### config.mk
export PLATFORM = sky130hd
export DESIGN_NAME = counter_modn_modes_flat
export DESIGN_NICKNAME = d
export VERILOG_FILES = /design/src/rtl/counter_modn_modes_if.sv /design/src/rtl/counter_modn_modes.sv /design/src/flat_wrapper.sv
export SDC_FILE = /design/constraint.sdc
export NUM_CORES = 1
export LEC_CHECK = 0
export ABC_AREA = 1
export CAP_MARGIN = 20
export CORE_MARGIN = 8
export CORE_UTILIZATION = 41
export DETAILED_ROUTE_END_ITERATION = 12
export GPL_TIMING_DRIVEN = 0
export PLACE_DENSITY_LB_ADDON = 0.3
export SLEW_MARGIN = 20
export SYNTH_ARGS = -nofsm -noshare
export SYNTH_HDL_FRONTEND = slang
export SYNTH_SLANG_ARGS = --single-unit
export TNS_END_PERCENT = 100
### constraint.sdc
create_clock -name clk -period 1.4 [get_ports clk]
set_clock_uncertainty 0.2 [all_clocks]
set_input_delay 0.14 -clock clk [delete_from_list [all_inputs] [get_ports clk]]
set_output_delay 0.14 -clock clk [all_outputs]
set_load 0.02 [all_outputs]
### src/rtl/counter_modn_modes_if.sv
// Bus bundle for counter_modn_modes: control/data inputs and registered count outputs.
// The master drives enb/modo/data and the slave (the counter) drives Q/rco.
interface counter_modn_modes_if #(
    parameter int WIDTH = 4
) ();
    logic             enb;
    logic [1:0]       modo;
    logic [WIDTH-1:0] data;
    logic [WIDTH-1:0] Q;
    logic             rco;

    modport master (output enb, modo, data, input Q, rco);
    modport slave  (input enb, modo, data, output Q, rco);
endinterface

### src/rtl/counter_modn_modes.sv
// Modulo-(MAX+1) counter with up, down, down-by-STEP and clamped load modes.
// rco is a registered one-cycle pulse on every wrap-around.
module counter_modn_modes #(
    parameter int WIDTH = 4,
    parameter int MAX   = (1 << WIDTH) - 1,
    parameter int STEP  = 3
) (
    input  logic                 clk,
    input  logic                 rst,
    counter_modn_modes_if.slave  bus
);

    typedef enum logic [1:0] {
        MODE_UP    = 2'd0,
        MODE_DOWN  = 2'd1,
        MODE_STEP  = 2'd2,
        MODE_LOAD  = 2'd3
    } mode_e;

    // All compares and sums are WIDTH+1 bits wide so MAX+1 is representable.
    localparam int              WRAP_INT = MAX + 1 - STEP;
    localparam logic [WIDTH:0]  MAX_EXT  = MAX[WIDTH:0];
    localparam logic [WIDTH:0]  STEP_EXT = STEP[WIDTH:0];
    localparam logic [WIDTH:0]  WRAP_ADD = WRAP_INT[WIDTH:0];
    localparam logic [WIDTH:0]  ONE_EXT  = {{WIDTH{1'b0}}, 1'b1};
    localparam logic [WIDTH:0]  ZERO_EXT = '0;

    logic [WIDTH-1:0] q_q, q_d;
    logic             rco_q, rco_d;
    logic [WIDTH:0]   q_ext;
    logic [WIDTH:0]   data_ext;
    logic [WIDTH:0]   next_ext;
    mode_e            mode;

    assign q_ext    = {1'b0, q_q};
    assign data_ext = {1'b0, bus.data};
    assign mode     = mode_e'(bus.modo);

    always_comb begin
        next_ext = q_ext;
        rco_d    = 1'b0;
        if (bus.enb) begin
            unique case (mode)
                MODE_UP: begin
                    if (q_ext > MAX_EXT) begin
                        next_ext = ZERO_EXT;
                    end else if (q_ext == MAX_EXT) begin
                        next_ext = ZERO_EXT;
                        rco_d    = 1'b1;
                    end else begin
                        next_ext = q_ext + ONE_EXT;
                    end
                end
                MODE_DOWN: begin
                    if (q_ext > MAX_EXT) begin
                        next_ext = ZERO_EXT;
                    end else if (q_ext == ZERO_EXT) begin
                        next_ext = MAX_EXT;
                        rco_d    = 1'b1;
                    end else begin
                        next_ext = q_ext - ONE_EXT;
                    end
                end
                MODE_STEP: begin
                    if (q_ext > MAX_EXT) begin
                        next_ext = ZERO_EXT;
                    end else if (q_ext >= STEP_EXT) begin
                        next_ext = q_ext - STEP_EXT;
                    end else begin
                        // q < STEP, so q + (MAX+1) - STEP lands in 0..MAX
                        next_ext = q_ext + WRAP_ADD;
                        rco_d    = 1'b1;
                    end
                end
                MODE_LOAD: begin
                    next_ext = (data_ext > MAX_EXT) ? MAX_EXT : data_ext;
                end
                default: begin
                    next_ext = q_ext;
                end
            endcase
        end
        q_d = next_ext[WIDTH-1:0];
    end

    always_ff @(posedge clk or negedge rst) begin
        if (!rst) begin
            q_q   <= '0;
            rco_q <= 1'b0;
        end else begin
            q_q   <= q_d;
            rco_q <= rco_d;
        end
    end

    assign bus.Q   = q_q;
    assign bus.rco = rco_q;

endmodule

### src/flat_wrapper.sv
// flat-port wrapper written by rule: the top's interface ports become plain ports
module counter_modn_modes_flat 
#(
    parameter int WIDTH = 4,
    parameter int MAX   = (1 << WIDTH) - 1,
    parameter int STEP  = 3
)
  (clk, rst, bus_enb, bus_modo, bus_data, bus_Q, bus_rco);
  counter_modn_modes_if #(.WIDTH(WIDTH)) bus_i ();
  input  logic clk;
  input  logic rst;
  input wire logic [$bits(bus_i.enb)-1:0] bus_enb;
  input wire logic [$bits(bus_i.modo)-1:0] bus_modo;
  input wire logic [$bits(bus_i.data)-1:0] bus_data;
  output wire logic [$bits(bus_i.Q)-1:0] bus_Q;
  output wire logic [$bits(bus_i.rco)-1:0] bus_rco;
  assign bus_i.enb = bus_enb;
  assign bus_i.modo = bus_modo;
  assign bus_i.data = bus_data;
  assign bus_Q = bus_i.Q;
  assign bus_rco = bus_i.rco;
  counter_modn_modes #(.WIDTH(WIDTH), .MAX(MAX), .STEP(STEP)) u_core (.clk(clk), .rst(rst), .bus(bus_i));
endmodule
Yosys cells after proc, flatten, opt, wreduce, memory -nomap -nowiden
Cells that the tools add are included.
Operators by class
  $add $sub $neg: 4
  multiply operators: 0
  div/mod/pow operators: 0
  magnitude comparators: 3
  eq/ne operators: 4
  shift operators: 0
  mux-type cells: 16
  bitwise gates (word level): 0
  reduce and logical (&&, ||, !) cells: 2
Operators by type and width (count)
  2-to-1 mux 4 bit: 7
  one-hot mux 4 bit (4 select lines): 1
  > comparator 4 bit (second input constant): 2
  2-to-1 mux 1 bit: 7
  zero test 5 bit: 1
  adder 4 x 1 -> 4 bit (second input constant): 1
  adder 4 bit (second input constant): 1
  == test 2 bit (second input constant): 2
  == test 4 bit (second input constant): 1
  greater-or-equal comparator 4 x 2 -> 1 bit (second input constant): 1
  subtractor 4 x 1 -> 4 bit (second input constant): 1
  subtractor 4 x 2 -> 4 bit (second input constant): 1
  one-hot mux 1 bit (3 select lines): 1
  == test 2 x 1 -> 1 bit (second input constant): 1
  zero test 2 bit: 1
Storage, ports and cells
  flip-flop bits (word level): 5
  bits in latches: 0
  bits in writable memories: 0
  ROM bits: 0
  bits of input ports: 9
  output and inout bits: 5
  logic and storage cells: 31
  memories: 0

Longest topological paths before layout
Gate-level depths: netlist of the first run.
  depth after elaboration: 5
  mapped depth: 10
  gate-level depth less buffers: 10

Least setup slack after synthesis of the first run
Ideal clock, no wire load.
  kind: reg2reg
  start: reg u_core.q_q[0], in the netlist u_core.bus.Q[0]
  end: reg u_core.q_q[3], in the netlist u_core.bus.Q[3]
  setup time: 117 ps
  arrival time: 1308 ps
  data required time: 1083 ps
  setup slack: -225 ps
  stages on the path, launching flop included: 11
  path buffers: 0
  period minus slack after synthesis: 1625 ps
  path through: dfrtp_1 > inv_1 > ha_1 > nand2_1 > inv_1 > nand2_2 > nand2_1 > nor2_1 > nand3_1 > nand2_1 > nand2_1
On the way
  cells in the longest elaborated chain, start to end: 4
  elaborated cells on any way between the ends: 15
  classes of those cells: 4 x add/sub; 2 x order compare; 1 x eq/ne; 7 x mux; 1 x reduce/logical
Ends and longest elaborated chain
  from (decl): line counter_modn_modes.sv:28  | logic [WIDTH-1:0] q_q, q_d;
  from (signal assigned): line counter_modn_modes.sv:91  | q_q <= q_d;
  adder 4 bit, or another cell as far along: line counter_modn_modes.sv:71  | next_ext = q_ext + WRAP_ADD;
  2-to-1 mux 4 bit, on equally long branches: line counter_modn_modes.sv:67, counter_modn_modes.sv:47, counter_modn_modes.sv:57
  2-to-1 mux 4 bit, on equally long branches: line counter_modn_modes.sv:65, counter_modn_modes.sv:45, counter_modn_modes.sv:55
  one-hot mux 4 bit (4 select lines) (*): line counter_modn_modes.sv:43  | unique case (mode)
Mark *: on every way between the ends. The rest lies on a longest branch, timed or not.
A chain may end at the register's enable or synchronous reset.

Final worst setup path of the first run
Ends and elaborated chain as after synthesis.

==> results.sh, run 1 <==
export IMPL_final_cell_mix="27 x nand2_1, 11 x nand3_1, 10 x inv_1, 7 x buf_4, 6 x clkdlybuf4s50_1"
export IMPL_synth_seq_area_share_pct=23.3
export IMPL_cts_root_buf="clkbuf_4"
export IMPL_gp_congestion=0.799
export IMPL_failed_checks="negative setup slack"
export IMPL_period_minus_slack_ps=1470
export IMPL_cp_data_required_time_ps=1340
export IMPL_area_growth_pct=53.7
export IMPL_cts_htree_levels=1
export IMPL_die_y_microns=52.2
export IMPL_cp_start_kind="flip-flop"
export IMPL_final_cell_area_sq_um=827
export IMPL_ys_ff_latch=5
export IMPL_crit_chain="inv_4, ha_4, nand2_2, inv_2, nand2_4, nand2_2, nor2_2, nand3_1, nand2_1, nand2_1"
export IMPL_clock_sinks=5
export IMPL_syn_area_sq_um=538
export IMPL_grt_pass1_vias=623
export IMPL_core_area_sq_um=1270
export IMPL_cp_arrival_ps=1410
export IMPL_post_route_period_util_pct=105
export IMPL_place_hpwl_microns=1110
export IMPL_cp_slowest_cell="dfrtp_2"
export IMPL_grtUsageTotal_pct=11.8
export IMPL_status="complete, but fails checks"
export IMPL_pwr_density_cell_nw_per_um2=1020
export IMPL_finalWirelength_microns=1630
export IMPL_port_buffers=13
export IMPL_clk_latency_ps=250
export IMPL_crit_path_end_kind="flip-flop"
export IMPL_final_nets=128
export IMPL_clk_pin_slew_ps=50
export IMPL_fmax_ghz=0.680
export IMPL_slew_violations=0
export IMPL_die_area_sq_um=2730
export IMPL_io_pin_count=14
export IMPL_hold_viol=0
export IMPL_die_w_microns=52.2
export IMPL_min_path_type="input port to flip-flop"
export IMPL_worst_slack_ps=-71.0
export IMPL_yosysUniqueCellTypes=16
export IMPL_avgSynthCellArea_sq_um=6.26
export IMPL_layout_drive_gt1_share_pct=27.0
export IMPL_grt_pass1_wl_microns=2440
export IMPL_grt_setup_unrepaired="true"
export IMPL_leakagePower_nw=0.442
export IMPL_grt_max_degree=10
export IMPL_drv_cap=0
export IMPL_diodes=0
export IMPL_grt_antenna_before_repair=0
export IMPL_wire_per_inst_microns=12.9
export IMPL_grt_overflow_total=0
export IMPL_r2r_slack_ps=-70
export IMPL_place_ws_ps=-454
export IMPL_cts_tree="yes"
export IMPL_drc=0
export IMPL_vias=649
export IMPL_numCtsBuffers=3
export IMPL_drt_iter0_drc=10
export IMPL_worstMarginPinSlew_ps=259
export IMPL_synth_net_count=102
export IMPL_cts_path_max_buffers=2
export IMPL_crit_type="flip-flop to flip-flop"
export IMPL_first_pass_iters=4
export IMPL_worst_path_largest_cell_delay_ps=440
export IMPL_slew_headroom_pct=82.7
export IMPL_final_util_pct=65.2
export IMPL_final_instance_count_excl_fill=126
export IMPL_ant_nets=0
export IMPL_vias_per_cell=5.15
export IMPL_initial_core_util_pct=42.4
export IMPL_setup_viol_count_final=4
export IMPL_yosysWarnings=0
export IMPL_critPathMaxFanout=5
export IMPL_vdd_ir_drop_max_uv=866
export IMPL_num_rows=13
export IMPL_dp_cells=114
export IMPL_final_common_cell="nand2_1"
export IMPL_synthCells=86
export IMPL_placed_area_sq_um=719
-- metrics by stage --
step	hold slack (ps)	total power, mW	TNS [ps]
after floorplan	-356	0.466	-84.8
after global placement	173	0.592	-1740
after detailed placement	175	0.607	-1880
after CTS	318	0.809	-153
after global routing	342	0.912	-488
final	338	0.845	-198
-- power by group --
part	internal (mW)	leakage, nW	switching, mW
Clock	0.108	0.0150	0.0620
Sequential	0.173	0.0601	0.0439
Combinational	0.209	0.367	0.249
Total	0.490	0.442	0.355
-- timing repair --
item	CTS	global route
hold endpoints to repair	5	0
cloned	0	0
setup endpoints to repair	10	6
pin swaps	2	4
gates resized for setup	15	8
hold buffers	1	0
setup buffers	5	2
-- synth_stat cells, drive strengths merged --
master	number	area share (%)
inv	14	9.8
nand4	1	1.2
nor2	6	4.7
dfrtp	5	23
ha	7	16
or2	1	1.2
nand2	31	22
o21ai	4	3.7
a22oi	1	1.4
buf	1	2.1
a21oi	3	2.8
o211ai	1	1.4
nand3	11	10
-- final timing paths --
| kind | start | endpoint | depth (start not counted) |
|---|---|---|---|
| worst max-delay path | u_core.bus.Q[0] | u_core.bus.Q[3] | 10 |
| worst min-delay path | bus_enb | u_core.bus.Q[2] | 3 |
| worst max register to register | u_core.bus.Q[0] | u_core.bus.Q[3] | 10 |
| worst min register to register | u_core.bus.Q[2] | u_core.bus.Q[2] | 3 |
| max in group asynchronous | rst | u_core.bus.Q[0] | 2 |
| min in group asynchronous | rst | u_core.bus.Q[2] | 2 |
-- worst max-delay path, delay by kind of cell (launching register included) --
family	cells	cell delay, ps
DFF	1	440
buffers and inverters	2	110
adders and majority gates	1	160
and+or+nand+nor	7	460
-- layout make-up --
class	count	area [sq um]
buffer	1	11.3
clock buffer	4	26.3
fill	135	442
inverter	14	57.6
multi-input combinational	66	404
sequential	5	128
tap	15	18.8
timing repair buffer	21	181
-- registers in the layout, summed over array words and instances (netlist names) --
name and cells:
u_core.bus.Q 4, u_core.bus.rco 1
-- cell families (layout without fill, tap and decap cells) --
| group | Yosys count | after routing | synth area share [%] |
|---|---|---|---|
| buf+inv | 15 | 40 | 11.9 |
| compound gates | 9 | 9 | 9.30 |
| simple gates | 50 | 50 | 39.3 |
| flops | 5 | 5 | 23.3 |
| fa+ha+maj | 7 | 7 | 16.3 |
-- per-layer routing --
| layer | GRT usage (%) | wire length, microns | vias up |
|---|---|---|---|
| li1 | - | - | 322 |
| met1 | 11.0 | 649 | 301 |
| met2 | 22.2 | 860 | 22 |
| met3 | 3.98 | 91 | 4 |
| met4 | 5.60 | 27 | 0 |
| met5 | 0 | 0 | - |
Note: power is estimated with default switching activity, not from simulation.
==> run 2: changes to the inputs <==
Settings changed: CTS_CLUSTER_DIAMETER from default to 40.
==> results of run 2 <==
The final DEF is identical to that of run 1; final timing and power are the same.
